===== config.mk =====
export PLATFORM = sky130hd
export DESIGN_NAME = timer
export DESIGN_NICKNAME = d
export VERILOG_FILES = /design/src/rtl/timer.sv
export SDC_FILE = /design/constraint.sdc
export NUM_CORES = 1
export LEC_CHECK = 0
export ABC_CLOCK_PERIOD_IN_PS = 4300
export CAP_MARGIN = 20
export CORE_ASPECT_RATIO = 0.75
export CORE_MARGIN = 2
export CORE_UTILIZATION = 34
export CTS_CLUSTER_DIAMETER = 120
export DETAILED_ROUTE_END_ITERATION = 7
export HOLD_SLACK_MARGIN = 0.1
export PLACE_DENSITY = 0.56
export SLEW_MARGIN = 10
export SYNTH_ARGS = -nofsm -noshare
export SYNTH_HDL_FRONTEND = slang
export SYNTH_SLANG_ARGS = --single-unit

===== constraint.sdc =====
create_clock -name clock -period 4.3 [get_ports clock]
set_input_delay 0.86 -clock clock [delete_from_list [all_inputs] [get_ports clock]]
set_output_delay 0.86 -clock clock [all_outputs]
set_load 0.01 [all_outputs]

===== src/rtl/timer.sv =====
// Game Boy timer (DIV/TIMA/TMA/TAC) and interrupt flag/enable registers on the CPU bus.
// Define TIMER_RELOAD_DELAY_EN to hold TIMA at 00 for one cycle before the TMA reload.
module timer (
    input  logic        clock,
    input  logic        resetn,
    input  logic [15:0] addr,
    input  logic [7:0]  indata,
    output logic [7:0]  outdata,
    input  logic        load,
    input  logic        store,
    input  logic [4:0]  irqin,
    input  logic        ack,
    input  logic [2:0]  ackidx,
    output logic [4:0]  irq
);

    localparam logic [15:0] ADDR_DIV  = 16'hff04;
    localparam logic [15:0] ADDR_TIMA = 16'hff05;
    localparam logic [15:0] ADDR_TMA  = 16'hff06;
    localparam logic [15:0] ADDR_TAC  = 16'hff07;
    localparam logic [15:0] ADDR_IF   = 16'hff0f;
    localparam logic [15:0] ADDR_IE   = 16'hffff;

    logic [15:0] div_q, div_d;
    logic [7:0]  tima_q, tima_d;
    logic [7:0]  tma_q, tma_d;
    logic [2:0]  tac_q, tac_d;
    logic [4:0]  if_q, if_d;
    logic [7:0]  ie_q, ie_d;
    logic [7:0]  out_q, out_d;
    logic        tin_q, tin_d;
`ifdef TIMER_RELOAD_DELAY_EN
    logic        pend_q, pend_d;
`endif

    logic        tap;
    logic        timer_in;
    logic        timer_fall;
    logic        reload;
    logic        wr_div, wr_tima, wr_tma, wr_tac, wr_if, wr_ie;
    logic [7:0]  rd_data;

    assign wr_div  = store && (addr == ADDR_DIV);
    assign wr_tima = store && (addr == ADDR_TIMA);
    assign wr_tma  = store && (addr == ADDR_TMA);
    assign wr_tac  = store && (addr == ADDR_TAC);
    assign wr_if   = store && (addr == ADDR_IF);
    assign wr_ie   = store && (addr == ADDR_IE);

    always_comb begin
        unique case (tac_q[1:0])
            2'b00:   tap = div_q[9];
            2'b01:   tap = div_q[3];
            2'b10:   tap = div_q[5];
            default: tap = div_q[7];
        endcase
    end

    // Gating the tap before edge detection is what makes DIV writes and
    // timer disables produce a spurious increment when the tap is high.
    assign timer_in   = tap & tac_q[2];
    assign timer_fall = tin_q & ~timer_in;

    always_comb begin
        unique case (addr)
            ADDR_DIV:  rd_data = div_q[15:8];
            ADDR_TIMA: rd_data = tima_q;
            ADDR_TMA:  rd_data = tma_q;
            ADDR_TAC:  rd_data = {5'b11111, tac_q};
            ADDR_IF:   rd_data = {3'b111, if_q};
            ADDR_IE:   rd_data = ie_q;
            default:   rd_data = 8'hff;
        endcase
    end

    // NOTE: every signal written here gets a default first, so no path leaves
    // a value unassigned and no latch is inferred.
    always_comb begin
        div_d  = wr_div ? 16'h0000 : div_q + 16'd1;
        tma_d  = wr_tma ? indata : tma_q;
        tac_d  = wr_tac ? indata[2:0] : tac_q;
        ie_d   = wr_ie ? indata : ie_q;
        out_d  = load ? rd_data : out_q;
        tin_d  = timer_in;
        tima_d = tima_q;
        reload = 1'b0;
`ifdef TIMER_RELOAD_DELAY_EN
        pend_d = 1'b0;
        if (pend_q) begin
            if (wr_tima) begin
                tima_d = indata;
            end else begin
                tima_d = tma_d;
                reload = 1'b1;
            end
        end else if (wr_tima) begin
            tima_d = indata;
        end else if (timer_fall) begin
            if (tima_q == 8'hff) begin
                tima_d = 8'h00;
                pend_d = 1'b1;
            end else begin
                tima_d = tima_q + 8'd1;
            end
        end
`else
        if (wr_tima) begin
            tima_d = indata;
        end else if (timer_fall) begin
            if (tima_q == 8'hff) begin
                tima_d = tma_q;
                reload = 1'b1;
            end else begin
                tima_d = tima_q + 8'd1;
            end
        end
`endif
        // Priority store < ack < set: later assignments override earlier ones.
        if_d = if_q;
        if (wr_if) begin
            if_d = indata[4:0];
        end
        if (ack && (ackidx <= 3'd4)) begin
            if_d[ackidx] = 1'b0;
        end
        if_d = if_d | irqin | {2'b00, reload, 2'b00};
    end

    // NOTE: state registers use non-blocking assignments so every register
    // samples the pre-edge values computed above.
    always_ff @(posedge clock or negedge resetn) begin
        if (!resetn) begin
            div_q  <= 16'h0000;
            tima_q <= 8'h00;
            tma_q  <= 8'h00;
            tac_q  <= 3'b000;
            if_q   <= 5'b00000;
            ie_q   <= 8'h00;
            out_q  <= 8'hff;
            tin_q  <= 1'b0;
`ifdef TIMER_RELOAD_DELAY_EN
            pend_q <= 1'b0;
`endif
        end else begin
            div_q  <= div_d;
            tima_q <= tima_d;
            tma_q  <= tma_d;
            tac_q  <= tac_d;
            if_q   <= if_d;
            ie_q   <= ie_d;
            out_q  <= out_d;
            tin_q  <= tin_d;
`ifdef TIMER_RELOAD_DELAY_EN
            pend_q <= pend_d;
`endif
        end
    end

    assign outdata = out_q;
    assign irq     = if_q & ie_q[4:0];

endmodule


## Yosys cells after proc, flatten, opt, wreduce, memory -nomap -nowiden

Cells that the tools add are included.

- Shift operators: 0
- $mul: 0
- Equality and inequality tests: 9
- Bitwise gates (word level): 8
- Mux-type cells: 13
- Div/mod/pow operators: 0
- Magnitude comparators: 3
- Add/sub/neg operators: 2
- Reductions and logical operators: 10

Operators by type and width:

| kind | count |
|---|---|
| 16-bit == test, second input constant | 6 |
| 8-bit one-hot mux with 6 select lines | 1 |
| 8-bit two-way mux | 3 |
| 16-bit by 1-bit adder with 16-bit output, second input constant | 1 |
| 16-bit two-way mux | 1 |
| 5-bit AND | 2 |
| 5-bit two-way mux | 2 |
| 8-bit by 1-bit adder with 8-bit output, second input constant | 1 |
| 8-bit == test, second input constant | 1 |
| 1-bit logical AND | 8 |
| 5-bit NOT | 1 |
| 5-bit by 3-bit OR with 5-bit output | 1 |
| 5-bit OR | 1 |
| 3-bit by 4-bit < comparator with 1-bit output, second input constant | 1 |
| 1-bit two-way mux | 4 |
| 1-bit demux with 3-bit select | 1 |
| 3-bit by 1-bit >= comparator with 1-bit output, second input constant | 1 |
| 3-bit less-or-equal comparator, second input constant | 1 |
| 1-bit one-hot mux with 3 select lines | 1 |
| 1-bit AND | 2 |
| 2-bit by 1-bit == test with 1-bit output, second input constant | 1 |
| 2-bit == test, second input constant | 1 |
| 2-bit logical NOT | 1 |
| 2-bit nonzero test | 1 |
| 1-bit NOT | 1 |

- Input port bits: 37
- Output and inout bits: 13
- Register bits after elaboration: 57
- Bits in latches: 0
- Word-level logic and storage cells: 53
- Bits in writable memories: 0
- Memory bits (read-only): 0
- Memories kept: 0

## Longest topological paths before layout

Gate-level depths: netlist of run 1.

- Depth after elaboration: 9
- Mapped depth: 7
- Mapped depth without buffers: 6

## Worst setup path after synthesis of run 1

OpenSTA, ideal clock, no wires.

- Path kind: input port to flip-flop
- From: input port addr[5]
- To: register tima_q[7]
- Slack: 1849 ps
- Data arrival time: 2333 ps
- Required time: 4182 ps
- Library setup time: 118 ps
- Cell stages on the path: 6
- Path buffers: 1
- Cell sequence: or4_4 > nor4_4 > and3_1 > buf_4 > nor3_1 > a21o_1

- Cells in the longest elaborated chain, start to end: 3
- Elaborated cells on any way between the ends: 4
- Classes of those cells: eq/ne: 1; mux: 1; reduce/logical: 2

RTL lines:

| element | RTL line | RTL |
|---|---|---|
| from (decl) | 6 | `input logic [15:0] addr,` |
| 16-bit == test (*) | 44 | `assign wr_tima = store && (addr == ADDR_TIMA);` |
| 1-bit logical AND (*) | 44 |  |
| 8-bit two-way mux / 2-bit nonzero test (equally long branches) | n/a |  |
| to (signal assigned) | 146 | `tima_q <= tima_d;` |
| to (decl) | 25 | `logic [7:0] tima_q, tima_d;` |

Mark *: on every way between the ends. The rest lies on a longest branch, timed or not.
A chain may end at the register's enable or synchronous reset.

## Worst setup path in the final report of run 1

- From: input port addr[5]
- To: register div_q[4]

- Cells in the longest elaborated chain, start to end: 3

RTL lines:

| element | RTL line | RTL |
|---|---|---|
| 16-bit == test | 43 | `assign wr_div = store && (addr == ADDR_DIV);` |
| 1-bit logical AND | 43 |  |
| 16-bit two-way mux | 79 | `div_d = wr_div ? 16'h0000 : div_q + 16'd1;` |
| via div_d[4] | 24 | `logic [15:0] div_q, div_d;` |
| to (signal assigned) | 145 | `div_q <= div_d;` |
| to (decl) | 24 |  |

The timed path passes the listed nets, and every way through them passes these cells.

==> results_dict.tcl, run 1 <==
set metrics [dict create \
    cts_tree "done" \
    rsz0062_at_grt "false" \
    startpoint_type "primary input" \
    fin_util_pct 45.10 \
    hp-class "flop to flop" \
    die_y_um 87.96 \
    p_leak_nw 1.673 \
    wirelength_mm 8.214 \
    design.die.area_um2 10200 \
    cts_setup_buffers 0 \
    first_pass_iters 4 \
    worstReg2RegEnd "tima_q[3]" \
    synth_fp_nets 349 \
    nets 400 \
    r2r_cells 6 \
    end_kind "flop" \
    critPathMaxStageDelay_ns 0.59 \
    post-route-period-util_pct 66.95 \
    critPathArrivalTime_ns 3.07 \
    place_ws_ns 1.074 \
    antenna_cells 0 \
    synth_edf_count 0 \
    critPathTopFamily "simple AND/OR/NAND/NOR gates" \
    insertion_delay_ns 0.33 \
    ant_nets 0 \
    path_buf_inv 1 \
    viasPerCell 5.287 \
    synthArstFlopShare_pct 100.0 \
    max-cap-violations 0 \
    r2r_setup_slack_ns 2.32 \
    vdd_ir_drop_max_uv 181.2 \
    tightest_slew_ns 0.7724 \
    grt_pass1_vias 2557 \
    slew-limit-headroom_pct 48.08 \
    grt.overflow.total 0 \
    setup_violations 0 \
    dp_hpwl_mm 6.252 \
    fp.dieW_um 115.9 \
    std_cell_rows 30 \
    outcome "finished, final reports clean" \
    hold_buffers 0 \
    ios 50 \
    synth-seq-area-share_pct 44.95 \
    timing.rr.start "tima_q[0]" \
    cp_slowest_cell "or4_4" \
    final_cell_mix "dfrtp_1 (49), clkdlybuf4s50_1 (48), nor2_1 (30), nand2_1 (28), mux2_2 (26)" \
    clock-sinks 57 \
    drive_above_1_share_pct 17.49 \
    syn_area_um2 3196 \
    yosys_warnings 0 \
    path_clk_slew_ns 0.05 \
    port-buffer-count 49 \
    endpoint "div_q[4]" \
    yosysUniqueCellTypes 51 \
    hold_viol 0 \
    fp.coreArea_um2 9084 \
    power_mw 1.368 \
    cp_max_fo 16 \
    crit_chain "clkdlybuf4s50_1, or4_4, nor4_4, nand2_2, nor3_4, nor2_1" \
    grt_max_degree 31 \
    tns_ns 0 \
    worstSetupStartpoint "addr[5]" \
    post-route-cell-area_um2 4096 \
    cts.htree.levels 3 \
    fmax_ghz 0.3473 \
    cp.required_ns 4.49 \
    layout_setup_ws_ns 1.421 \
    period_needed_ns 2.879 \
    crit_type "primary input to flop" \
    cp_num_cells 6 \
    drtIter0Drc 228 \
    final_cells 494 \
    fin_skew_ns 0.003461 \
    drc 0 \
    grtUsageTotal_pct 17.97 \
    syn_to_final_growth_pct 28.19 \
    grt_pass1_wl_mm 13.54 \
    vias 2612 \
    globalplace.congestion 0.8613 \
    power_density_nw_per_um2 334.0 \
    ys_ff_latch 57 \
    hold_slack_ns 0.4598 \
    postSynthAreaPerCell_um2 10.31 \
    initial_core_util_pct 35.18 \
    synth_top_flop_cell "dfrtp_1" \
    cts-resized-gates 0 \
    cts_root_buffer "clkbuf_16" \
    numCtsBuffers 9 \
    final_max_slew_viol_count 0 \
    final_common_cell "dfrtp_1" \
    antenna_found_initial 0 \
    placed_area_um2 3806 \
    dpl.cell_count 478 \
    cts_max_path_buffers 2 \
    synth_cells 310 \
    wl_per_cell_um 16.63 \
]
layout make-up:
type	instances	area, um2
fillers	862	4987
repair buffers	52	508.0
flip-flops and latches	57	1436
well taps	128	160.2
inverters	3	11.26
clock buffers	13	250.2
multi-input cells	238	1690
clock inverters	3	40.04
how the worst min path moves through the flow:
stage               start    endpoint  slack [ns]  cells after the start
2_1_floorplan    div_q[0]    div_q[0]        0.42                      1
3_3_place_gp     div_q[0]    div_q[0]        0.44                      1
3_5_place_dp     div_q[0]    div_q[0]        0.46                      1
4_1_cts          div_q[0]    div_q[0]        0.47                      1
5_1_grt        outdata[7]  outdata[7]        0.49                      2
6_report         div_q[0]    div_q[0]        0.46                      1
cells in the mapped netlist (all sizes together) (5+ instances only):
| cell type | instances | area, um2 |
|---|---|---|
| a21oi | 5 | 25.02 |
| a31oi | 6 | 37.54 |
| and2 | 9 | 56.30 |
| buf | 5 | 31.28 |
| clkbuf | 7 | 26.28 |
| dfrtp | 49 | 1226 |
| dfstp | 8 | 210.2 |
| mux2 | 26 | 292.8 |
| mux2i | 8 | 80.08 |
| nand2 | 29 | 111.4 |
| nand3 | 20 | 100.1 |
| nand4 | 11 | 68.82 |
| nor2 | 30 | 112.6 |
| nor3 | 7 | 46.30 |
| nor4 | 5 | 73.82 |
| o21ai | 12 | 60.06 |
| o22ai | 6 | 37.54 |
| xnor2 | 5 | 43.79 |
| xor2 | 10 | 87.58 |
worst register-to-register path, stage by stage, from the launching register on:
cell and delay [ns]:
dfrtp_1 0.48, ha_1 0.33, nand4_1 0.17, nor2_1 0.42, mux2i_1 0.24, o211ai_1 0.10
o21a_1 0.13
power breakdown:
group	switching, mW	internal (mW)
logic	0.0532	0.0535
clock network	0.235	0.461
registers	0.0128	0.552
total	0.301	1.07
registers in the layout (all words and copies together) (netlist names):
register	flops
div_q	16
ie_q	8
outdata	8
tima_q	8
tma_q	8
if_q	5
tac_q	3
tin_q	1
logic make-up (layout without fill, tap and decap cells):
kind of cell / Yosys count / count (layout) / synth area share (%)
mux: 37 / 37 / 13.78
fa+ha+maj: 2 / 2 / 0.7830
buf+inv: 15 / 71 / 2.154
flops: 57 / 57 / 44.95
xor+xnor: 15 / 15 / 4.111
compound gates: 52 / 52 / 10.96
simple gates: 132 / 132 / 23.26
per-layer routing:
metal / vias up / part of all wire, % / track usage (%)
li1: 1251 / - / -
met3: 8 / 5.8 / 6.574
met5: - / 0 / 0
met4: 0 / 1.6 / 5.195
met2: 78 / 41 / 23.98
met1: 1275 / 52 / 26.93
(Power assumes the default switching activity.)
==> inputs of run 2 (changes only) <==
--- a/config.mk
+++ b/config.mk
@@ -5,7 +5,7 @@
 export SDC_FILE = /design/constraint.sdc
 export NUM_CORES = 1
 export LEC_CHECK = 0
-export ABC_CLOCK_PERIOD_IN_PS = 4300
+export ABC_CLOCK_PERIOD_IN_PS = 2800
 export CAP_MARGIN = 20
 export CORE_ASPECT_RATIO = 0.75
 export CORE_MARGIN = 2
==> constraint.sdc (replaced) <==
create_clock -name clock -period 2.8 [get_ports clock]
set_input_delay 0.56 -clock clock [delete_from_list [all_inputs] [get_ports clock]]
set_output_delay 0.56 -clock clock [all_outputs]
set_load 0.01 [all_outputs]
==> run 2 against run 1 <==
Against the previous run: combinational power up 58%; first-iteration DRC count down 25%; total power rose by 55%; core utilization increased by 1.3 points; hold slack worse by 0.084 ns; worst setup slack lost 1.1 ns; clock power rose by 55%; die area did not move.
==> results_dict.tcl, run 2 (same netlist as run 1, synthesis figures left out) <==
set metrics [dict create \
    grtUsageMet3_pct 6.644 \
    fillers 899 \
    outcome "finished, final reports clean" \
    design.die.area_um2 10200 \
    crit_type "primary input to flop" \
    grtUsageTotal_pct 18.23 \
    first_pass_iters 4 \
    antenna_found_initial 0 \
    post-route-period-util_pct 87.69 \
    largest_reg_flops 16 \
    power_mw 2.114 \
    worstSetupStartpoint "addr[5]" \
    cts-resized-gates 0 \
    grt.overflow.total 0 \
    final_cell_mix "dfrtp_1 (49), clkdlybuf4s50_1 (48), nor2_1 (30), nand2_1 (28), mux2_2 (26)" \
    fmax_ghz 0.4073 \
    placed_area_um2 3916 \
    power_density_nw_per_um2 501.7 \
    port-buffer-count 49 \
    insertion_delay_ns 0.33 \
    vdd_ir_drop_max_uv 309.4 \
    startpoint_type "primary input" \
    wl_per_cell_um 16.67 \
    nets 413 \
    antenna_cells 0 \
    post-route-cell-area_um2 4213 \
    critPathArrivalTime_ns 2.66 \
    grtUsageMet1_pct 27.20 \
    r2r_cells 6 \
    drtIter0Drc 172 \
    drive_above_1_share_pct 20.63 \
    layout_setup_ws_ns 0.3447 \
    place_ws_ns 0.01740 \
    wirelength_mm 8.435 \
    setup_violations 0 \
    tns_ns 0 \
    rsz0062_at_grt "false" \
    cp_max_fo 6 \
    ios 50 \
    hold_buffers 0 \
    hp-class "primary input to async pin" \
    die_y_um 87.96 \
    cts_tree "done" \
    hold_viol 0 \
    dp_hpwl_mm 6.414 \
    timing.rr.start "tima_q[0]" \
    period_needed_ns 2.455 \
    grt_util_met2_pct 23.87 \
    std_cell_rows 30 \
    max-cap-violations 0 \
    grt_pass1_wl_mm 13.75 \
    path_clk_slew_ns 0.05 \
    initial_core_util_pct 35.18 \
    grt_pass1_vias 2626 \
    r2r_setup_slack_ns 0.86 \
    final_max_slew_viol_count 0 \
    globalplace.congestion 0.8634 \
    viasPerCell 5.251 \
    cts_setup_buffers 0 \
    drc 0 \
    top_register "div_q" \
    final_common_cell "dfrtp_1" \
    ant_nets 0 \
    grt_max_degree 58 \
    slew-limit-headroom_pct 50.90 \
    cts.htree.levels 3 \
    p_leak_nw 1.745 \
    fp.dieW_um 115.9 \
    cts_root_buffer "clkbuf_16" \
    cts_max_path_buffers 2 \
    worstReg2RegEnd "tima_q[3]" \
    clock-sinks 57 \
    fin_skew_ns 0.007361 \
    endpoint "tima_q[1]" \
    fp.coreArea_um2 9084 \
    vias 2657 \
    numCtsBuffers 9 \
    end_kind "flop" \
    tightest_slew_ns 0.7364 \
    busiest_layer "met1" \
    syn_to_final_growth_pct 31.83 \
    cp.required_ns 3.01 \
]
run 2: cell types whose count changed in the layout (fill, tap and decap cells not counted), sizes merged:
cell	delta
clkbuf	-1
buf	+13
run 2: routing by layer:
metal / part of all wire, % / routed length [um]
met5: 0 / 0
met4: 1.3 / 112
met1: 51 / 4277
met3: 6.8 / 571
met2: 41 / 3473
run 2: power breakdown:
| part | internal (mW) | leakage (nW) | switching (mW) |
|---|---|---|---|
| clock network | 0.726 | 0.148 | 0.350 |
| registers | 0.849 | 0.689 | 0.0199 |
| logic | 0.0855 | 0.908 | 0.0839 |
run 2: worst min path at each step:
stage,depth (start not counted),slack (ns),to,from
2_1_floorplan,0,0.26,div_q[0],resetn
3_3_place_gp,1,0.44,div_q[0],div_q[0]
3_5_place_dp,1,0.44,div_q[0],div_q[0]
4_1_cts,2,0.40,div_q[6],resetn
5_1_grt,2,0.44,div_q[0],resetn
6_report,2,0.38,div_q[0],resetn
run 2: metrics by stage:
stage | utilization (%) | std cells | hold WS (ns)
2_1_floorplan | - | 310 | 0.2644
3_3_place_gp | 43.11 | 491 | 0.4395
3_5_place_dp | 43.11 | 491 | 0.4423
4_1_cts | 46.38 | 506 | 0.4013
5_1_grt | 46.38 | 506 | 0.4439
6_report | 46.38 | 506 | 0.3754
run 2: final cells by class:
| cell class | instances | area [um2] | share of cell area, % |
|---|---|---|---|
| clock buffer | 12 | 256.5 | 6.089 |
| timing repair buffer | 65 | 618.1 | 14.67 |
| inverter | 3 | 11.26 | 0.2673 |
| tap | 128 | 160.2 | 3.802 |
| clock inverter | 3 | 40.04 | 0.9504 |
| multi-input combinational | 238 | 1690 | 40.12 |
| sequential | 57 | 1436 | 34.10 |
run 2: critical path, stage by stage:
cell	delay [ns]
clkdlybuf4s50_1	0.45
or4_4	0.60
nor4_4	0.42
and3_1	0.38
buf_4	0.18
o21ai_0	0.08
